File: config.mk
export PLATFORM = sky130hd
export DESIGN_NAME = rr_requester
export DESIGN_NICKNAME = d
export VERILOG_FILES = /design/src/rtl/rr_pkg.sv /design/src/rtl/rr_req_fifo.sv /design/src/rtl/rr_requester.sv
export SDC_FILE = /design/constraint.sdc
export NUM_CORES = 1
export LEC_CHECK = 0
export CORE_MARGIN = 2
export CORE_UTILIZATION = 40
export DETAILED_ROUTE_END_ITERATION = 10
export GPL_TIMING_DRIVEN = 0
export PLACE_DENSITY = 0.68
export SETUP_SLACK_MARGIN = 0.02
export SLEW_MARGIN = 20
export SYNTH_ARGS = -nofsm -noshare
export SYNTH_HDL_FRONTEND = slang
export SYNTH_SLANG_ARGS = --single-unit
export TNS_END_PERCENT = 5
File: constraint.sdc
create_clock -name clock -period 3.5 [get_ports clock]
set_input_delay 0.7 -clock clock [delete_from_list [all_inputs] [get_ports clock]]
set_output_delay 0.7 -clock clock [all_outputs]
set_load 0.03 [all_outputs]
File: src/rtl/rr_pkg.sv
// Shared definitions for the round-robin requester slice: default sizes, payload type and log2 helper.
package rr_pkg;

  localparam int unsigned DefWidth = 8;
  localparam int unsigned DefDepth = 4;

  typedef logic [DefWidth-1:0] payload_t;

  // Ceiling log2; returns 0 for n <= 1.
  function automatic int unsigned log2ceil(input int unsigned n);
    int unsigned r;
    r = 0;
    for (int unsigned i = 0; i < 32; i++) begin
      if ((32'd1 << i) < n) r = i + 1;
    end
    return r;
  endfunction

endpackage

File: src/rtl/rr_req_fifo.sv
// Payload FIFO for the requester: storage, wrapping pointers, entry count, full/empty flags.
module rr_req_fifo
  import rr_pkg::*;
#(
  parameter int unsigned Width = DefWidth,
  parameter int unsigned Depth = DefDepth,
  localparam int unsigned PtrW = log2ceil(Depth),
  localparam int unsigned LevelW = PtrW + 1
) (
  input  logic              clk_i,
  input  logic              rst_ni,
  input  logic              push_i,
  input  logic [Width-1:0]  push_data_i,
  input  logic              pop_i,
  output logic              full_o,
  output logic              empty_o,
  output logic [LevelW-1:0] level_o,
  output logic [Width-1:0]  rd_data_o
);

  logic [Width-1:0]  mem_q [Depth];
  logic [PtrW-1:0]   wr_ptr_q, wr_ptr_d;
  logic [PtrW-1:0]   rd_ptr_q, rd_ptr_d;
  logic [LevelW-1:0] level_q, level_d;
  logic              push_ok, pop_ok;

  always_comb begin
    full_o   = (level_q == LevelW'(Depth));
    empty_o  = (level_q == '0);
    push_ok  = push_i && !full_o;
    pop_ok   = pop_i && !empty_o;
    wr_ptr_d = push_ok ? wr_ptr_q + PtrW'(1) : wr_ptr_q;
    rd_ptr_d = pop_ok ? rd_ptr_q + PtrW'(1) : rd_ptr_q;
    level_d  = level_q;
    if (push_ok && !pop_ok) level_d = level_q + LevelW'(1);
    if (!push_ok && pop_ok) level_d = level_q - LevelW'(1);
  end

  always_ff @(posedge clk_i or negedge rst_ni) begin
    if (!rst_ni) begin
      wr_ptr_q <= '0;
      rd_ptr_q <= '0;
      level_q  <= '0;
    end else begin
      wr_ptr_q <= wr_ptr_d;
      rd_ptr_q <= rd_ptr_d;
      level_q  <= level_d;
    end
  end

  always_ff @(posedge clk_i) begin
    if (push_ok) mem_q[wr_ptr_q] <= push_data_i;
  end

  // Storage is never cleared, so mask stale contents while empty.
  assign rd_data_o = empty_o ? '0 : mem_q[rd_ptr_q];
  assign level_o   = level_q;

endmodule

File: src/rtl/rr_requester.sv
// Arbiter client request initiator: buffers payloads and holds req/req_data until ack.
// Optional ack timeout enabled by defining REQ_TIMEOUT_EN.
module rr_requester
  import rr_pkg::*;
#(
  parameter int unsigned WIDTH   = DefWidth,
  parameter int unsigned DEPTH   = DefDepth,
  parameter int unsigned TIMEOUT = 16
) (
  input  logic                     clock,
  input  logic                     reset,
  input  logic                     push,
  input  logic [WIDTH-1:0]         push_data,
  output logic                     full,
  output logic                     req,
  output logic [WIDTH-1:0]         req_data,
  input  logic                     ack,
  output logic [log2ceil(DEPTH):0] level,
  output logic                     overflow,
  output logic                     timeout
);

  logic empty;
  logic pop;
  logic abandon;
  logic overflow_q, overflow_d;

  rr_req_fifo #(
    .Width(WIDTH),
    .Depth(DEPTH)
  ) u_fifo (
    .clk_i      (clock),
    .rst_ni     (reset),
    .push_i     (push),
    .push_data_i(push_data),
    .pop_i      (pop),
    .full_o     (full),
    .empty_o    (empty),
    .level_o    (level),
    .rd_data_o  (req_data)
  );

  assign req = !empty;
  assign pop = req && (ack || abandon);

  always_comb begin
    overflow_d = overflow_q | (push & full);
  end

  always_ff @(posedge clock or negedge reset) begin
    if (!reset) overflow_q <= 1'b0;
    else        overflow_q <= overflow_d;
  end

  assign overflow = overflow_q;

`ifdef REQ_TIMEOUT_EN
  localparam int unsigned CntW = log2ceil(TIMEOUT);

  logic [CntW-1:0] wait_cnt_q, wait_cnt_d;
  logic            timeout_q, timeout_d;

  // Counter holds TIMEOUT-1 during the last permitted unacked cycle; ack wins on that edge.
  always_comb begin
    abandon    = req && !ack && (wait_cnt_q == CntW'(TIMEOUT - 1));
    timeout_d  = abandon;
    wait_cnt_d = wait_cnt_q + CntW'(1);
    if (!req || ack || abandon) wait_cnt_d = '0;
  end

  always_ff @(posedge clock or negedge reset) begin
    if (!reset) begin
      wait_cnt_q <= '0;
      timeout_q  <= 1'b0;
    end else begin
      wait_cnt_q <= wait_cnt_d;
      timeout_q  <= timeout_d;
    end
  end

  assign timeout = timeout_q;
`else
  assign abandon = 1'b0;
  assign timeout = 1'b0;
`endif

endmodule

After elaboration in Yosys (flattened, before gate mapping) --
Memories as Yosys holds them, arrays and structs flattened. Index checks and enable logic that the tools add are counted.
Word-level totals: RAM bits 32, input bits 12, output and inout bits 15, memories kept 1, register bits after elaboration 8
Cells by class: equal/unequal tests 1, bitwise gates (word level) 2, $add $sub $neg 4, reduce and logical (&&, ||, !) cells 11, muxes and demuxes 5
Memory list:
- u_fifo.mem_q | depth 4, width 8, rd ports 1, clocked after Yosys merged registers in 0, write ports 1, line rr_req_fifo.sv:21 | logic [Width-1:0] mem_q [Depth];
Operators with widths (count):
- $mux 8 | 1
- $mux 3 | 2
- $logic_and 1x1->1 | 5
- $add 2x1->2 const B | 2
- $logic_not 1->1 | 4
- $add 3x1->3 const B | 1
- $eq 3x3->1 const B | 1
- $logic_not 3->1 | 1
- $sub 3x1->3 const B | 1
- $mux 1 | 2
- $reduce_bool 2->1 | 1
- $and 1x1->1 | 1
- $or 1x1->1 | 1

Depth between registers and ports, before layout --
Gate-level depths: netlist (run 1).
depth in word-level cells 8, depth in mapped cells 9, mapped depth without buffers 9

Cells and area by module --
From an unflattened synthesis (run 1), not the netlist that was laid out.
Unflattened totals: cells, all modules 95, area, all modules 1710.4 µm²
Modules (own cells, without submodules):
- rr_req_fifo | seq. area each 1136.1 µm², times used 1, area each 1656.6 µm², cells an instance 89
- rr_requester | seq. area each 25.0 µm², times used 1, area each 53.8 µm², cells an instance 6

Least setup slack after synthesis (run 1) --
No wires, ideal clock.
kind register to register, start point reg u_fifo.level_q[2] (netlist: u_fifo.level_o[2]), end point reg u_fifo.level_q[2] (netlist: u_fifo.level_o[2]), library setup time 80 ps, stages on the path, launching flop included 10, slack 1258 ps, period minus slack after synthesis 2242 ps, arrival 2162 ps, cells stage by stage dfrtp_1 > nor3b_4 > nor2b_2 > inv_1 > ha_1 > inv_1 > fa_1 > xor2_1 > nor2_1 > xor2_1
Between the ends: elaborated cells between the ends (all ways) 16, classes of those cells add/sub (2); eq/ne (1); mux (2); reduce/logical (11)
RTL lines:
- start, declared | line rr_req_fifo.sv:24 | logic [LevelW-1:0] level_q, level_d;
- start signal, assigned | line rr_req_fifo.sv:47 | level_q <= level_d;
- $eq 3x3->1 * | line rr_req_fifo.sv:28 | full_o = (level_q == LevelW'(Depth));
- named net full | line rr_requester.sv:14 | output logic full,
- $logic_not 1->1 * | line rr_req_fifo.sv:30 | push_ok = push_i && !full_o;
- $logic_and 1x1->1 * | line rr_req_fifo.sv:30
- $logic_not 1->1 | line rr_req_fifo.sv:36 | if (!push_ok && pop_ok) level_d = level_q - LevelW'(1);
- $logic_and 1x1->1 | line rr_req_fifo.sv:36
- $mux 3 / $reduce_bool 2->1 (equally long branches)
Mark *: on every way through the listed nets, which the timed path passes. The rest lies on a longest branch. The select of a mux whose other input is x is not followed. A chain may end at the register's enable or synchronous reset.

Worst setup path after layout (run 1) --
start point reg u_fifo.rd_ptr_q[0], end point out req_data[3]
Between the ends: longest elaborated chain between the ends 2
Ends and longest elaborated chain:
- start, declared | line rr_req_fifo.sv:23 | logic [PtrW-1:0] rd_ptr_q, rd_ptr_d;
- start signal, assigned | line rr_req_fifo.sv:46 | rd_ptr_q <= rd_ptr_d;
- $mem_v2 4x8
- $mux 8 | line rr_req_fifo.sv:56 | assign rd_data_o = empty_o ? '0 : mem_q[rd_ptr_q];
- end, declared | line rr_requester.sv:16 | output logic [WIDTH-1:0] req_data,
Every way passes these cells.

==> metrics.cfg, run 1 <==
[outcome]
result_of_the_run = completed

[worst_setup_path]
startpoint = u_fifo.rd_ptr_q[0]$_DFFE_PN0P_
worst_path_dominant_cell_family = buffers and inverters
criticalPathCategory = register to primary output
timing.critical_path.required_ns = 2.80
register_to_register_setup_slack_ns = 1.51
endpoint = req_data[3]
worstPathMaxFanout = 10
buffers_inverters_on_critical_path = 2
worst-path-stages = 4
worstPathArrival_ns = 2.07
timing.critical_path.from_type = register
crit_chain = buf_6, mux4_2, and2_1, clkdlybuf4s50_1
cpMaxStageDelayCell = sky130_fd_sc_hd__clkdlybuf4s50_1
worstReg2RegEnd = u_fifo.level_o[2]$_DFFE_PN0P_
cp-end-kind = primary output
worst_reg2reg_path_length_in_cells = 8
timing.rr.start = u_fifo.level_o[2]$_DFFE_PN0P_
largest_stage_delay_on_the_critical_path_ns = 0.59

[synthesis]
synth.yosys.warnings = 0
synth_simple_gate_area_share = 0.0733
adder_cell_share_of_the_synthesized_area = 0.0489
synth_largest_area_cell = sky130_fd_sc_hd__edfxtp_1
yosys_most_used_dff = sky130_fd_sc_hd__edfxtp_1
synth-edff-count = 32
synth_compound_area_frac = 0.00444
syn-num-nets = 110
synth_largest_type_area_fraction = 0.568
post_synth_main_area_contributors = sky130_fd_sc_hd__edfxtp_1 57%, sky130_fd_sc_hd__dfrtp_1 12%, sky130_fd_sc_hd__mux4_2 11%
synthMostInstantiatedCell = sky130_fd_sc_hd__edfxtp_1
synthXorXnorAreaFrac = 0.0311
share_of_synthesized_area_spent_on_multiplexers = 0.119
async_flop_share = 0.200
synthDistinctLibCells = 21
netlist_area_sq_mm = 0.00169
syn_area_per_cell_sq_um = 18.4
yosysSeqAreaShare = 0.687
post_synth_inst_count = 92
synth_top_family_by_area = multiplexers
post_synth_most_frequent_cells = 32 x sky130_fd_sc_hd__edfxtp_1, 13 x sky130_fd_sc_hd__and2_1, 8 x sky130_fd_sc_hd__dfrtp_1, 8 x sky130_fd_sc_hd__mux4_2, 6 x sky130_fd_sc_hd__inv_1
synth.ff_latch_count = 40

[cts]
cts_buffer_depth = 2
tritoncts_num_sinks = 40
cts_repair_resize_count = 0
clk-insertion-delay-late_ns = 0.29
cts_tree = done
postCtsHoldBufs = 0
cts_clk_pin_slew_worst_paths_ns = 0.08
h-tree-depth = 2
clk_root_buffer_cell = sky130_fd_sc_hd__clkbuf_8
postCtsSetupRepairBufs = 0
numCtsBuffers = 5

[detailed_routing]
initialDrtViolationCount = 15
route.detailed.vias_per_inst = 4.87
via_count = 852
remaining_drc_errors = 0
totalWireLength_mm = 2.66
drt_first_pass_iters = 4
average_wire_per_cell_in_the_routed_design_um = 15.2
route.antenna.remaining_nets = 0

[die]
floorplan.die_area_sq_mm = 0.00476
io_pins = 27
die_width_um = 69.0
die_h_um = 69.0
core_region_area_sq_mm = 0.00403
start_util = 0.420
std_cell_rows = 23

[timing]
achievable_clock_frequency_mhz = 361
setup-violations-final = 0
finalWorstSetupSlack_ns = 0.731
clock_skew_ns = 0.00775
final_max_slew_viol_count = 0
setup_tns_ns = 0
hold_viol = 0
grt_setup_unrepaired = no
min_period_over_period = 0.791
whs_ns = 0.457
period_needed_ns = 2.77

[global_routing]
vias_in_the_first_global_route = 904
grt_antenna_before_repair = 0
maximum_number_of_pins_on_one_net_before_global_route_repair = 15
grt.overflow.total = 0
first_pass_grt_wire_length_mm = 4.36
globalRouteTotalUtil = 0.124

[layout]
num-nets-final = 142
final_layout_size_suffix_gt1_frac = 0.184
non_filler_cell_area_final_sq_mm = 0.00212
synthToLayoutAreaGrowth_pct = 25.4
antenna_cells = 0

[pwr]
p_per_area_mw_per_mm2 = 944
power.switching_mw = 0.708
static-leakage-power_nw = 0.773
peakVddDrop_uv = 330
clock_share_of_power = 0.188
share_seq_of_total_power = 0.352
power.internal_mw = 1.29
power.share.switching = 0.354
combinational_fraction_of_design_power = 0.460

[run]
maxCapViolCount = 0

[placed_design]
post_dp_cell_area_sq_mm = 0.00200
hpwlAfterDp_mm = 1.85
portBuffers = 25
gp_congestion = 0.680
post-place-ws_ns = 0.975

[worst_hold_path]
min-delay-path-class = register to register

## metrics by stage
stage,util,cells,power [mW]
3_3_place_gp,0.497,167,1.62
5_1_grt,0.526,175,2.11
4_1_cts,0.526,175,2.03
6_report,0.526,175,2.00
3_5_place_dp,0.497,167,1.65
2_1_floorplan,-,92,1.33
## cell type report
type | instances | area (sq um)
flip-flops and latches | 40 | 1160
multi-input cells | 42 | 472
plain buffers | 4 | 35.0
repair buffers | 25 | 250
well taps | 50 | 62.6
clock inverters | 3 | 47.5
inverters | 6 | 22.5
clock buffers | 5 | 68.8
fillers | 336 | 1910
## cells in the final DEF (no fill, tap or decap), drive strengths merged, types with 3 or more instances in the layout
master,Yosys,final
clkdlybuf4s50,0,25
clkbuf,1,6
edfxtp,32,32
ha,5,5
xnor2,3,3
mux4,8,8
inv,6,6
xor2,3,3
and2,13,13
buf,3,3
dfrtp,8,8
## power groups by stage
stage | Combinational, mW | Sequential, mW | Clock [mW]
5_1_grt | 0.993 | 0.717 | 0.398
2_1_floorplan | 0.575 | 0.751 | 0
4_1_cts | 0.942 | 0.706 | 0.385
3_5_place_dp | 0.939 | 0.716 | 0
6_report | 0.921 | 0.704 | 0.375
3_3_place_gp | 0.914 | 0.708 | 0
## routing by layer
layer	part of all wire	routed length, um	track usage	vias to the layer above
met1	0.41	1090	0.133	435
li1	-	-	-	397
met2	0.53	1420	0.215	15
met4	0.018	48	0.0588	0
met5	0	0	0	-
met3	0.041	108	0.0439	5
## state kept, by name, summed over array words and instances (netlist names)
signal / cells
u_fifo.wr_ptr_q: 2
u_fifo.rd_ptr_q: 2
u_fifo.level_o: 3
overflow: 1
u_fifo.mem_q: 32
## cell families (layout without fill, tap and decap cells)
family	Yosys count	after routing
other	1	1
flip-flops	40	40
multiplexers	10	10
XOR/XNOR	6	6
AO/OA/AOI/OAI	1	1
adder cells (fa/ha/maj)	6	6
buffers and inverters	10	43
AND/OR/NAND/NOR	18	18
## how the worst min path moves through the flow
stage / cells past startpoint / startpoint / end
final: 1 / overflow$_DFF_PN0_ / overflow$_DFF_PN0_
after global routing: 1 / overflow$_DFF_PN0_ / overflow$_DFF_PN0_
after CTS: 1 / overflow$_DFF_PN0_ / overflow$_DFF_PN0_
after detailed placement: 1 / overflow$_DFF_PN0_ / overflow$_DFF_PN0_
after global placement: 1 / overflow$_DFF_PN0_ / overflow$_DFF_PN0_
after floorplan: 0 / reset / overflow$_DFF_PN0_
(Power assumes the default switching activity.)
==> inputs of run 2 (changes only) <==
PLACE_DENSITY = 0.7   (was 0.68)
clock period = 2.5 ns   (was 3.5 ns; I/O delays follow)
==> run 2 against run 1 <==
Effect of this change: critical endpoint is now req; worst hold slack about the same; core utilization down 0.96 points; setup slack worse by 0.60 ns; non-clock buffer count unchanged; total power up 30%; combinational power up 31%; critical path depth down 1; sequential power up 40%.
==> metrics.cfg, run 2 (synthesis gave the netlist of run 1 again) <==
[outcome]
result_of_the_run = completed

[timing]
setup_tns_ns = 0
setup-violations-final = 0
whs_ns = 0.458
clock_skew_ns = 0.00884
final_max_slew_viol_count = 0
achievable_clock_frequency_mhz = 421
min_period_over_period = 0.949
period_needed_ns = 2.37
grt_setup_unrepaired = no
hold_viol = 0

[layout]
layout.area.seq_sq_mm = 0.00116
antenna_cells = 0
final_common_cell = sky130_fd_sc_hd__edfxtp_1
largest_reg_flops = 32
num-nets-final = 142
final.fill_count = 357
top_register = u_fifo.mem_q
multi_input_area_sq_um = 472
final_layout_size_suffix_gt1_frac = 0.184
synthToLayoutAreaGrowth_pct = 23.1
final_cell_mix = 32 x sky130_fd_sc_hd__edfxtp_1, 17 x sky130_fd_sc_hd__clkdlybuf4s50_1, 13 x sky130_fd_sc_hd__and2_1

[pwr]
power.internal_mw = 1.63
power.share.switching = 0.374
p_per_area_mw_per_mm2 = 1250
combinational_fraction_of_design_power = 0.463
power.switching_mw = 0.976
static-leakage-power_nw = 0.777
share_seq_of_total_power = 0.379
clock_share_of_power = 0.158
peakVddDrop_uv = 611

[detailed_routing]
totalWireLength_mm = 2.68
average_wire_per_cell_in_the_routed_design_um = 15.3
route.detailed.vias_per_inst = 4.67
met2_wirelength_mm = 1.50
initialDrtViolationCount = 31
route.top_layer_used = met4
via_count = 817
wl_met3_um = 101
route.antenna.remaining_nets = 0
met1_length_mm = 1.04
drt_first_pass_iters = 4
remaining_drc_errors = 0

[die]
std_cell_rows = 23
die_width_um = 69.0
floorplan.die_area_sq_mm = 0.00476
core_region_area_sq_mm = 0.00403
start_util = 0.420
io_pins = 27
die_h_um = 69.0

[placed_design]
gp_congestion = 0.645
hpwlAfterDp_mm = 1.84
portBuffers = 25

[cts]
cts_tree = done
cts_buffer_depth = 2
postCtsHoldBufs = 0
h-tree-depth = 2
clk-insertion-delay-late_ns = 0.29
tritoncts_num_sinks = 40
postCtsSetupRepairBufs = 0
clk_root_buffer_cell = sky130_fd_sc_hd__clkbuf_8
cts_clk_pin_slew_worst_paths_ns = 0.07
numCtsBuffers = 5

[worst_setup_path]
worst_path_dominant_cell_family = buffers and inverters
worstPathMaxFanout = 10
timing.critical_path.from_type = register
largest_stage_delay_on_the_critical_path_ns = 0.59
cp-end-kind = primary output
timing.critical_path.required_ns = 2.00
cpMaxStageDelayCell = sky130_fd_sc_hd__clkdlybuf4s50_1
criticalPathCategory = register to primary output
buffers_inverters_on_critical_path = 2
worstPathArrival_ns = 1.87
crit_chain = or3_1, buf_6, clkdlybuf4s50_1

[worst_hold_path]
min-delay-path-class = register to register

[run]
maxCapViolCount = 0

[global_routing]
grt_antenna_before_repair = 0
maximum_number_of_pins_on_one_net_before_global_route_repair = 14
globalRouteTotalUtil = 0.128
vias_in_the_first_global_route = 911
grt.overflow.total = 0
first_pass_grt_wire_length_mm = 4.38

==> run 2: cell types whose count changed in the layout (fill, tap and decap cells not counted) <==
cell                              previous run  this run
sky130_fd_sc_hd__bufinv_16                   1         0
sky130_fd_sc_hd__clkdlybuf4s50_1            25        17
sky130_fd_sc_hd__clkinv_2                    0         2
sky130_fd_sc_hd__clkinv_4                    2         1
sky130_fd_sc_hd__dlygate4sd2_1               0         8
==> run 2: final cells by class <==
class | instances | area share
flip-flops and latches | 40 | 0.558
multi-input cells | 42 | 0.227
repair buffers | 25 | 0.115
clock buffers | 5 | 0.0331
well taps | 50 | 0.0301
plain buffers | 4 | 0.0168
inverters | 6 | 0.0108
clock inverters | 3 | 0.00902
==> run 2: metrics by stage <==
step / utilization / setup WS [ns] / cells / area (sq um) / total power [mW]
2_1_floorplan: - / 0.258 / 92 / 1690 / 1.86
3_3_place_gp: 0.497 / 0.224 / 167 / 2000 / 2.27
3_5_place_dp: 0.497 / 0.212 / 167 / 2000 / 2.31
4_1_cts: 0.516 / 0.110 / 175 / 2080 / 2.65
5_1_grt: 0.516 / 0.0488 / 175 / 2080 / 2.78
6_report: 0.516 / 0.127 / 175 / 2080 / 2.61
==> run 2: worst register-to-register path, stage by stage (launching register included) <==
cell and delay (ns):
sky130_fd_sc_hd__dfrtp_1 0.42, sky130_fd_sc_hd__or3_1 0.42, sky130_fd_sc_hd__and2_1 0.21, sky130_fd_sc_hd__ha_1 0.22, sky130_fd_sc_hd__inv_1 0.08, sky130_fd_sc_hd__fa_1 0.41
sky130_fd_sc_hd__mux2i_1 0.16
==> run 2: power groups by stage <==
stage | Clock [mW] | Combinational, mW | Sequential, mW
finish | 0.413 | 1.21 | 0.987
global placement | 0 | 1.28 | 0.991
floorplan | 0 | 0.805 | 1.05
detailed placement | 0 | 1.31 | 1.00
CTS | 0.424 | 1.24 | 0.990
global route | 0.455 | 1.31 | 1.01
==> run 2: what timing repair did <==
action                                  4_1_cts  5_1_grt
endpoints found under the setup margin        8        0
hold endpoints to repair                      0        0
gates resized for setup                       8        0
==> run 2: routing by layer <==
| layer | up-vias | global-route usage |
|---|---|---|
| met2 | 15 | 0.217 |
| met3 | 5 | 0.0526 |
| met4 | 0 | 0.0654 |
| li1 | 396 | - |
| met1 | 401 | 0.135 |
| met5 | - | 0 |
==> run 2: worst paths after layout <==
check                      depth (start not counted)                            end  slack, ns                     startpoint
min in group asynchronous                          1  u_fifo.level_o[2]$_DFFE_PN0P_       0.48                          reset
hold / removal                                     1             overflow$_DFF_PN0_       0.46             overflow$_DFF_PN0_
hold reg to reg                                    1             overflow$_DFF_PN0_       0.46             overflow$_DFF_PN0_
setup / recovery                                   3                            req       0.13  u_fifo.level_o[2]$_DFFE_PN0P_
max in group asynchronous                          1  u_fifo.level_o[0]$_DFFE_PN0P_       1.75                          reset
setup reg to reg                                   6  u_fifo.level_o[1]$_DFFE_PN0P_       0.51  u_fifo.level_o[2]$_DFFE_PN0P_
